<file path="config.mk">
export PLATFORM = sky130hd
export DESIGN_NAME = ram_loader_ctrl
export DESIGN_NICKNAME = d
export VERILOG_FILES = /design/src/rtl/ram_loader_ctrl.sv
export SDC_FILE = /design/constraint.sdc
export NUM_CORES = 2
export LEC_CHECK = 0
export ABC_AREA = 1
export CAP_MARGIN = 10
export CORE_UTILIZATION = 45
export CTS_CLUSTER_DIAMETER = 50
export DETAILED_ROUTE_END_ITERATION = 8
export PLACE_DENSITY = 0.72
export REMOVE_ABC_BUFFERS = 1
export SYNTH_ARGS = -nofsm -noshare
export SYNTH_HDL_FRONTEND = slang
export SYNTH_SLANG_ARGS = --single-unit
</file>
<file path="constraint.sdc">
create_clock -name clk -period 20.9 [get_ports clk]
set_input_delay 3.135 -clock clk [delete_from_list [all_inputs] [get_ports clk]]
set_output_delay 3.135 -clock clk [all_outputs]
set_load 0.02 [all_outputs]
</file>
<file path="src/rtl/ram_loader_ctrl.sv">
// Main-memory stage for the 8-bit cpu: power-on clear, byte-stream program loader, RAM service.
// Optional LOAD_CSUM_EN adds the load_sum checksum port.
module ram_loader_ctrl #(
  parameter int ADDR_W = 8,
  parameter int DATA_W = 8
) (
  input  logic              clk,
  input  logic              reset,
  input  logic [ADDR_W-1:0] addr_bus,
  input  logic              c_ri,
  input  logic              c_ro,
  input  logic [DATA_W-1:0] bus_in,
  output logic [DATA_W-1:0] bus_out,
  output logic              bus_oe,
  output logic              cpu_hold,
  input  logic              prog_start,
  input  logic [DATA_W-1:0] prog_data,
  input  logic              prog_valid,
  input  logic              prog_last,
  output logic              prog_ready,
  output logic              load_ovf,
  output logic              rw_err
`ifdef LOAD_CSUM_EN
  ,
  output logic [DATA_W-1:0] load_sum
`endif
);

  localparam int DEPTH = 2 ** ADDR_W;

  typedef enum logic [1:0] {
    ST_CLEAR,
    ST_RUN,
    ST_LOAD
  } state_e;

  state_e            state_q, state_d;
  logic [ADDR_W-1:0] ptr_q, ptr_d;
  logic              load_ovf_q, load_ovf_d;
  logic              rw_err_q, rw_err_d;

  logic [DATA_W-1:0] mem [DEPTH];
  logic              mem_we;
  logic [ADDR_W-1:0] mem_waddr;
  logic [DATA_W-1:0] mem_wdata;

  logic ptr_at_end;
  logic load_xfer;

  assign ptr_at_end = (ptr_q == {ADDR_W{1'b1}});
  assign load_xfer  = (state_q == ST_LOAD) && prog_valid;

  // NOTE: sequential state uses non-blocking assignments so every flop samples pre-edge values.
  always_ff @(posedge clk) begin
    if (reset) begin
      state_q    <= ST_CLEAR;
      ptr_q      <= '0;
      load_ovf_q <= 1'b0;
      rw_err_q   <= 1'b0;
    end else begin
      state_q    <= state_d;
      ptr_q      <= ptr_d;
      load_ovf_q <= load_ovf_d;
      rw_err_q   <= rw_err_d;
    end
  end

  // NOTE: the array has no reset; the CLEAR sequence zeroes it one word per cycle instead.
  always_ff @(posedge clk) begin
    if (!reset && mem_we) begin
      mem[mem_waddr] <= mem_wdata;
    end
  end

  // NOTE: every comb output gets a default first so no path infers a latch.
  always_comb begin
    state_d    = state_q;
    ptr_d      = ptr_q;
    load_ovf_d = load_ovf_q;
    rw_err_d   = rw_err_q;
    mem_we     = 1'b0;
    mem_waddr  = ptr_q;
    mem_wdata  = '0;
    case (state_q)
      ST_CLEAR: begin
        mem_we = 1'b1;
        ptr_d  = ptr_q + ADDR_W'(1);
        if (ptr_at_end) begin
          state_d = ST_RUN;
        end
      end
      ST_RUN: begin
        if (c_ri && !c_ro) begin
          mem_we    = 1'b1;
          mem_waddr = addr_bus;
          mem_wdata = bus_in;
        end
        if (c_ri && c_ro) begin
          rw_err_d = 1'b1;
        end
        if (prog_start) begin
          state_d    = ST_LOAD;
          ptr_d      = '0;
          load_ovf_d = 1'b0;
        end
      end
      ST_LOAD: begin
        if (load_xfer) begin
          mem_we    = 1'b1;
          mem_wdata = prog_data;
          ptr_d     = ptr_q + ADDR_W'(1);
          if (prog_last) begin
            state_d = ST_RUN;
          end else if (ptr_at_end) begin
            state_d    = ST_RUN;
            load_ovf_d = 1'b1;
          end
        end
      end
      default: state_d = ST_CLEAR;
    endcase
  end

  // Reset forces the stalled, bus-released outputs even before the state flop updates.
  always_comb begin
    cpu_hold   = 1'b1;
    prog_ready = 1'b0;
    bus_oe     = 1'b0;
    bus_out    = '0;
    if (!reset) begin
      case (state_q)
        ST_RUN: begin
          cpu_hold = 1'b0;
          bus_oe   = c_ro;
          if (c_ro) begin
            bus_out = mem[addr_bus];
          end
        end
        ST_LOAD:  prog_ready = 1'b1;
        default:  prog_ready = 1'b0;
      endcase
    end
  end

  assign load_ovf = load_ovf_q;
  assign rw_err   = rw_err_q;

`ifdef LOAD_CSUM_EN
  logic [DATA_W-1:0] sum_q, sum_d;

  always_comb begin
    sum_d = sum_q;
    if (state_q == ST_RUN && prog_start) begin
      sum_d = '0;
    end else if (load_xfer) begin
      sum_d = sum_q + prog_data;
    end
  end

  always_ff @(posedge clk) begin
    if (reset) begin
      sum_q <= '0;
    end else begin
      sum_q <= sum_d;
    end
  end

  assign load_sum = sum_q;
`endif

endmodule

</file>
==> report_table.html <==
<table>
<tr><th>Metric</th><th>Value</th></tr>
<tr><th colspan="2">STA</th></tr>
<tr><td>Pins over their slew limit</td><td>0</td></tr>
<tr><td>Final critical-path required period</td><td>12070 ps</td></tr>
<tr><td>Clock skew after layout</td><td>40.52 ps</td></tr>
<tr><td>Setup TNS after final layout</td><td>0 ps</td></tr>
<tr><td>Relative slew slack</td><td>10.39%</td></tr>
<tr><td>Number of setup violations in the final report</td><td>0</td></tr>
<tr><td>Number of endpoints with negative hold slack in the final report</td><td>0</td></tr>
<tr><td>Achievable frequency</td><td>82.83 MHz</td></tr>
<tr><td>Worst-margin pin slew</td><td>1341 ps</td></tr>
<tr><td>Portion of the clock cycle consumed by the worst path in the final layout</td><td>57.76%</td></tr>
<tr><td>RSZ-0062 raised after global routing</td><td>false</td></tr>
<tr><th colspan="2">Clock network</th></tr>
<tr><td>Clock tree from TritonCTS</td><td>yes</td></tr>
<tr><td>Clock buffer count from CTS</td><td>187</td></tr>
<tr><td>CTS HTree Levels</td><td>4</td></tr>
<tr><td>Buffers inserted by post-CTS timing repair</td><td>0</td></tr>
<tr><td>Cts-stage hold buffer count</td><td>0</td></tr>
<tr><td>CTS clock-pin slew for the worst setup and hold paths</td><td>60 ps</td></tr>
<tr><td>Clk root buf</td><td>sky130_fd_sc_hd__clkbuf_16</td></tr>
<tr><td>Buffers from clock root to sink, at most</td><td>3</td></tr>
<tr><td>Count of instances resized after the clock tree is built</td><td>0</td></tr>
<tr><td>CTS Sinks</td><td>2060</td></tr>
<tr><td>Worst-skew pair later-pin latency</td><td>840 ps</td></tr>
<tr><th colspan="2">Yosys</th></tr>
<tr><td>Proportion of synthesized chip area in sequential cells</td><td>73.47%</td></tr>
<tr><td>Total of flip-flops plus latches after synthesis</td><td>2060</td></tr>
<tr><td>Post-Syn Area per Cell</td><td>11.75 um2</td></tr>
<tr><td>Cell count after synthesis</td><td>7150</td></tr>
<tr><td>Total of warnings raised by yosys</td><td>0</td></tr>
<tr><td>Unique cell type count in the Yosys netlist</td><td>35</td></tr>
<tr><td>Netlist area before placement</td><td>0.08403 mm2</td></tr>
<tr><th colspan="2">Global route</th></tr>
<tr><td>Via count of the first global-routing pass</td><td>52436</td></tr>
<tr><td>Grt total ovfl</td><td>0</td></tr>
<tr><td>GR Util All Layers</td><td>23.38%</td></tr>
<tr><td>Number of antenna violations at the first check in global routing</td><td>9</td></tr>
<tr><td>Global-route wire length before repair</td><td>332100 um</td></tr>
<tr><td>Pin count of the biggest net entering global routing</td><td>229</td></tr>
<tr><th colspan="2">Route</th></tr>
<tr><td>DR iter-0 viols</td><td>7583</td></tr>
<tr><td>WL final</td><td>222700 um</td></tr>
<tr><td>Count of TritonRoute iterations in the first routing pass</td><td>8</td></tr>
<tr><td>DR vias</td><td>55729</td></tr>
<tr><td>Remaining routing DRC violations</td><td>0</td></tr>
<tr><td>Via-per-instance ratio</td><td>5.797</td></tr>
<tr><td>Mean routed wirelength per cell</td><td>23.16 um</td></tr>
<tr><td>Number of antenna-violating nets in the routed design</td><td>0</td></tr>
<tr><th colspan="2">Worst setup path</th></tr>
<tr><td>Critical path startpoint category</td><td>primary input</td></tr>
<tr><td>Cell-by-cell trace of the critical path</td><td>buf_8, inv_16, buf_12, buf_4, buf_4, o21ai_0, o22ai_1, nand2_1, nand2_1, nor2_1, nor2_1, nor2_1, nor2_1, nor2_1, nor2_1, clkdlybuf4s50_1</td></tr>
<tr><td>Register-to-Register Path Depth</td><td>10</td></tr>
<tr><td>Register-to-register path setup slack</td><td>15680 ps</td></tr>
<tr><td>Buffers plus inverters on the worst setup path</td><td>6</td></tr>
<tr><td>FF-to-FF End</td><td>mem[16][0]</td></tr>
<tr><td>Sort of element at the end of the critical path</td><td>output pin</td></tr>
<tr><td>Cell family with most CP delay</td><td>buffers and inverters</td></tr>
<tr><td>Worst-path fanout max</td><td>210</td></tr>
<tr><td>Cell with the most instances on the worst path</td><td>sky130_fd_sc_hd__nor2_1</td></tr>
<tr><td>Critical path data arrival time</td><td>8940 ps</td></tr>
<tr><td>Startpoint of the worst register-to-register path</td><td>state_q[1]</td></tr>
<tr><td>Critical path's largest stage delay</td><td>920 ps</td></tr>
<tr><td>Worst EP required</td><td>17770 ps</td></tr>
<tr><td>Crit path kind</td><td>primary input to output pin</td></tr>
<tr><td>Library cell contributing the largest single delay on the critical path</td><td>sky130_fd_sc_hd__buf_4</td></tr>
<tr><th colspan="2">Die</th></tr>
<tr><td>Die boundary width</td><td>434.1 um</td></tr>
<tr><td>Effective utilization at floorplan</td><td>45.32%</td></tr>
<tr><td>Full die area</td><td>0.1885 mm2</td></tr>
<tr><td>Core area</td><td>0.1854 mm2</td></tr>
<tr><td>I/O pin total</td><td>44</td></tr>
<tr><td>Die height</td><td>434.1 um</td></tr>
<tr><td>Std-Cell Rows</td><td>158</td></tr>
<tr><th colspan="2">Power and ir drop</th></tr>
<tr><td>Cell Pwr Density</td><td>89.54 mW/mm2</td></tr>
<tr><td>IR Drop Worst-Case VDD</td><td>63.04 uV</td></tr>
<tr><td>Leakage Power</td><td>0.03396 uW</td></tr>
<tr><th colspan="2">Job</th></tr>
<tr><td>Max-cap violations</td><td>0</td></tr>
<tr><th colspan="2">Final layout</th></tr>
<tr><td>Number of filler instances in the final layout</td><td>15695</td></tr>
<tr><td>Final #Nets</td><td>7013</td></tr>
<tr><td>Synthesis-to-finish area growth</td><td>9.768%</td></tr>
<tr><td>Layout cell share with drive strength beyond 1</td><td>5.666%</td></tr>
<tr><td>Final std cell area, no fill</td><td>0.09224 mm2</td></tr>
<tr><td>Final Core Density</td><td>49.74%</td></tr>
<tr><th colspan="2">Status</th></tr>
<tr><td>Result of the run</td><td>completed</td></tr>
<tr><th colspan="2">Placement</th></tr>
<tr><td>RD Place Congestion</td><td>0.8884</td></tr>
<tr><td>Area of placed instances</td><td>0.08617 mm2</td></tr>
<tr><td>Count of port buffers added during placement</td><td>43</td></tr>
<tr><td>Placed wire-length estimate after detailed placement</td><td>121400 um</td></tr>
<tr><th colspan="2">Worst hold path</th></tr>
<tr><td>Origin of the worst min-delay path</td><td>rw_err</td></tr>
<tr><td>Worst min-delay path class</td><td>register to register</td></tr>
<tr><td>Worst-case hold path end point</td><td>rw_err</td></tr>
<tr><td>Worst Hold Path Cells</td><td>2</td></tr>
</table>
flip-flops by register name, indices dropped and copies added, names as in the netlist:
register and count:
rw_err 1, mem 2048, load_ovf 1, ptr_q 8
state_q 2
Yosys cell counts:
library cell / n / area, um2
sky130_fd_sc_hd__o21ai_0: 41 / 205.2
sky130_fd_sc_hd__clkbuf_1: 116 / 435.4
sky130_fd_sc_hd__inv_2: 5 / 18.77
sky130_fd_sc_hd__clkinv_2: 1 / 5.000
sky130_fd_sc_hd__buf_2: 269 / 1346
sky130_fd_sc_hd__ha_1: 5 / 62.56
sky130_fd_sc_hd__o21ai_1: 1 / 5.000
sky130_fd_sc_hd__a311oi_1: 1 / 8.760
sky130_fd_sc_hd__nand3_2: 1 / 10.01
sky130_fd_sc_hd__inv_4: 1 / 6.260
sky130_fd_sc_hd__nor2_2: 4 / 25.02
sky130_fd_sc_hd__nor3_1: 8 / 40.04
sky130_fd_sc_hd__a21oi_1: 33 / 165.2
sky130_fd_sc_hd__a211oi_1: 1 / 7.510
sky130_fd_sc_hd__nor2_1: 369 / 1385
sky130_fd_sc_hd__nand3_4: 1 / 17.52
sky130_fd_sc_hd__nand2_1: 2104 / 7898
sky130_fd_sc_hd__dfxtp_1: 12 / 240.2
sky130_fd_sc_hd__edfxtp_1: 2048 / 61500
sky130_fd_sc_hd__o22ai_1: 16 / 100.1
sky130_fd_sc_hd__clkinv_1: 1 / 3.750
sky130_fd_sc_hd__nor2_4: 3 / 33.78
sky130_fd_sc_hd__buf_4: 13 / 97.59
sky130_fd_sc_hd__inv_1: 55 / 206.5
sky130_fd_sc_hd__o21ai_2: 3 / 26.28
sky130_fd_sc_hd__nor3b_1: 1 / 7.510
sky130_fd_sc_hd__nand3_1: 1931 / 9664
sky130_fd_sc_hd__buf_1: 82 / 307.8
sky130_fd_sc_hd__a31o_2: 1 / 8.760
sky130_fd_sc_hd__o21ai_4: 1 / 16.27
sky130_fd_sc_hd__nor3_4: 2 / 32.53
sky130_fd_sc_hd__o21bai_1: 1 / 7.510
sky130_fd_sc_hd__nand2_2: 14 / 87.58
sky130_fd_sc_hd__buf_6: 4 / 45.04
sky130_fd_sc_hd__or2_2: 1 / 6.260
worst min-delay path, stage by stage (launching register included):
cell                      delay (ps)
sky130_fd_sc_hd__dfxtp_1         320
sky130_fd_sc_hd__inv_1            60
sky130_fd_sc_hd__a21oi_1          50
how the worst max path moves through the flow:
stage / startpoint / end / slack [ps] / cells past startpoint
2_1_floorplan: addr_bus[0] / bus_out[0] / 5350 / 11
3_5_place_dp: addr_bus[0] / bus_out[5] / 8970 / 16
4_1_cts: addr_bus[0] / bus_out[5] / 8930 / 16
3_3_place_gp: addr_bus[0] / bus_out[3] / 8980 / 16
5_1_grt: addr_bus[0] / bus_out[5] / 8610 / 16
6_report: addr_bus[0] / bus_out[3] / 8830 / 16
cell families after synthesis:
logic type | share of synthesized area [%]
buffers and inverters | 2.942
AOI/OAI and AO/OA | 0.6552
and+or+nand+nor | 22.86
DFF | 73.47
adders and majority gates | 0.07445
layout by cell type (no fill, tap or decap), types with 4 or more instances in the layout:
master | Yosys | routed
sky130_fd_sc_hd__inv_2 | 5 | 4
sky130_fd_sc_hd__a21oi_1 | 33 | 25
sky130_fd_sc_hd__buf_12 | 0 | 9
sky130_fd_sc_hd__nand2_1 | 2104 | 2102
sky130_fd_sc_hd__clkdlybuf4s50_1 | 0 | 37
sky130_fd_sc_hd__bufinv_16 | 0 | 20
sky130_fd_sc_hd__clkinv_1 | 1 | 40
sky130_fd_sc_hd__clkinvlp_4 | 0 | 7
sky130_fd_sc_hd__o21ai_0 | 41 | 41
sky130_fd_sc_hd__inv_6 | 0 | 8
sky130_fd_sc_hd__edfxtp_1 | 2048 | 2048
sky130_fd_sc_hd__buf_4 | 13 | 71
sky130_fd_sc_hd__clkinv_2 | 1 | 35
sky130_fd_sc_hd__nor2_2 | 4 | 4
sky130_fd_sc_hd__nor2_1 | 369 | 369
sky130_fd_sc_hd__ha_1 | 5 | 5
sky130_fd_sc_hd__inv_1 | 55 | 53
sky130_fd_sc_hd__nand3_1 | 1931 | 1931
sky130_fd_sc_hd__dfxtp_1 | 12 | 12
sky130_fd_sc_hd__clkbuf_16 | 0 | 192
sky130_fd_sc_hd__nor3_1 | 8 | 8
sky130_fd_sc_hd__nand2_2 | 14 | 16
sky130_fd_sc_hd__a21oi_4 | 0 | 8
sky130_fd_sc_hd__o22ai_1 | 16 | 16
sky130_fd_sc_hd__clkbuf_1 | 116 | 34
cell type report:
type                       instances  area, um2  share of cell area, %
tap                             2480       3103                  3.364
multi-input combinational       4543      19920                  21.59
inverter                          63      272.8                 0.2957
clock buffer                     226       4932                  5.347
clock inverter                   116       1131                  1.226
timing repair buffer             122       1139                  1.234
antenna                            3      7.507               0.008139
sequential                      2060      61740                  66.93
per-stage QoR:
| step | hold WS [ps] | setup WS [ps] | instances | power [uW] |
|---|---|---|---|---|
| 2_1_floorplan | 452.4 | 5351 | 6666 | 4747 |
| 3_3_place_gp | 445.2 | 8980 | 9267 | 4909 |
| 3_5_place_dp | 472.0 | 8968 | 9268 | 4912 |
| 4_1_cts | 481.0 | 8933 | 9610 | 8271 |
| 5_1_grt | 511.1 | 8607 | 9613 | 8444 |
| 6_report | 478.0 | 8828 | 9613 | 8259 |
where the power goes:
group	switching, uW	leakage (uW)	internal, uW
clock	1500	0.00296	1930
combinational	271	0.00735	86.9
sequential	1.21	0.0237	4470
total	1770	0.0340	6490
layer usage:
layer	GRT usage (%)	part of all wire (%)	vias up
met5	0	0.031	-
met4	12.14	5.5	10
met3	4.902	10	559
met2	37.06	47	3156
met1	30.36	37	27028
li1	-	-	24976
Power figures use the tool's default switching activity.
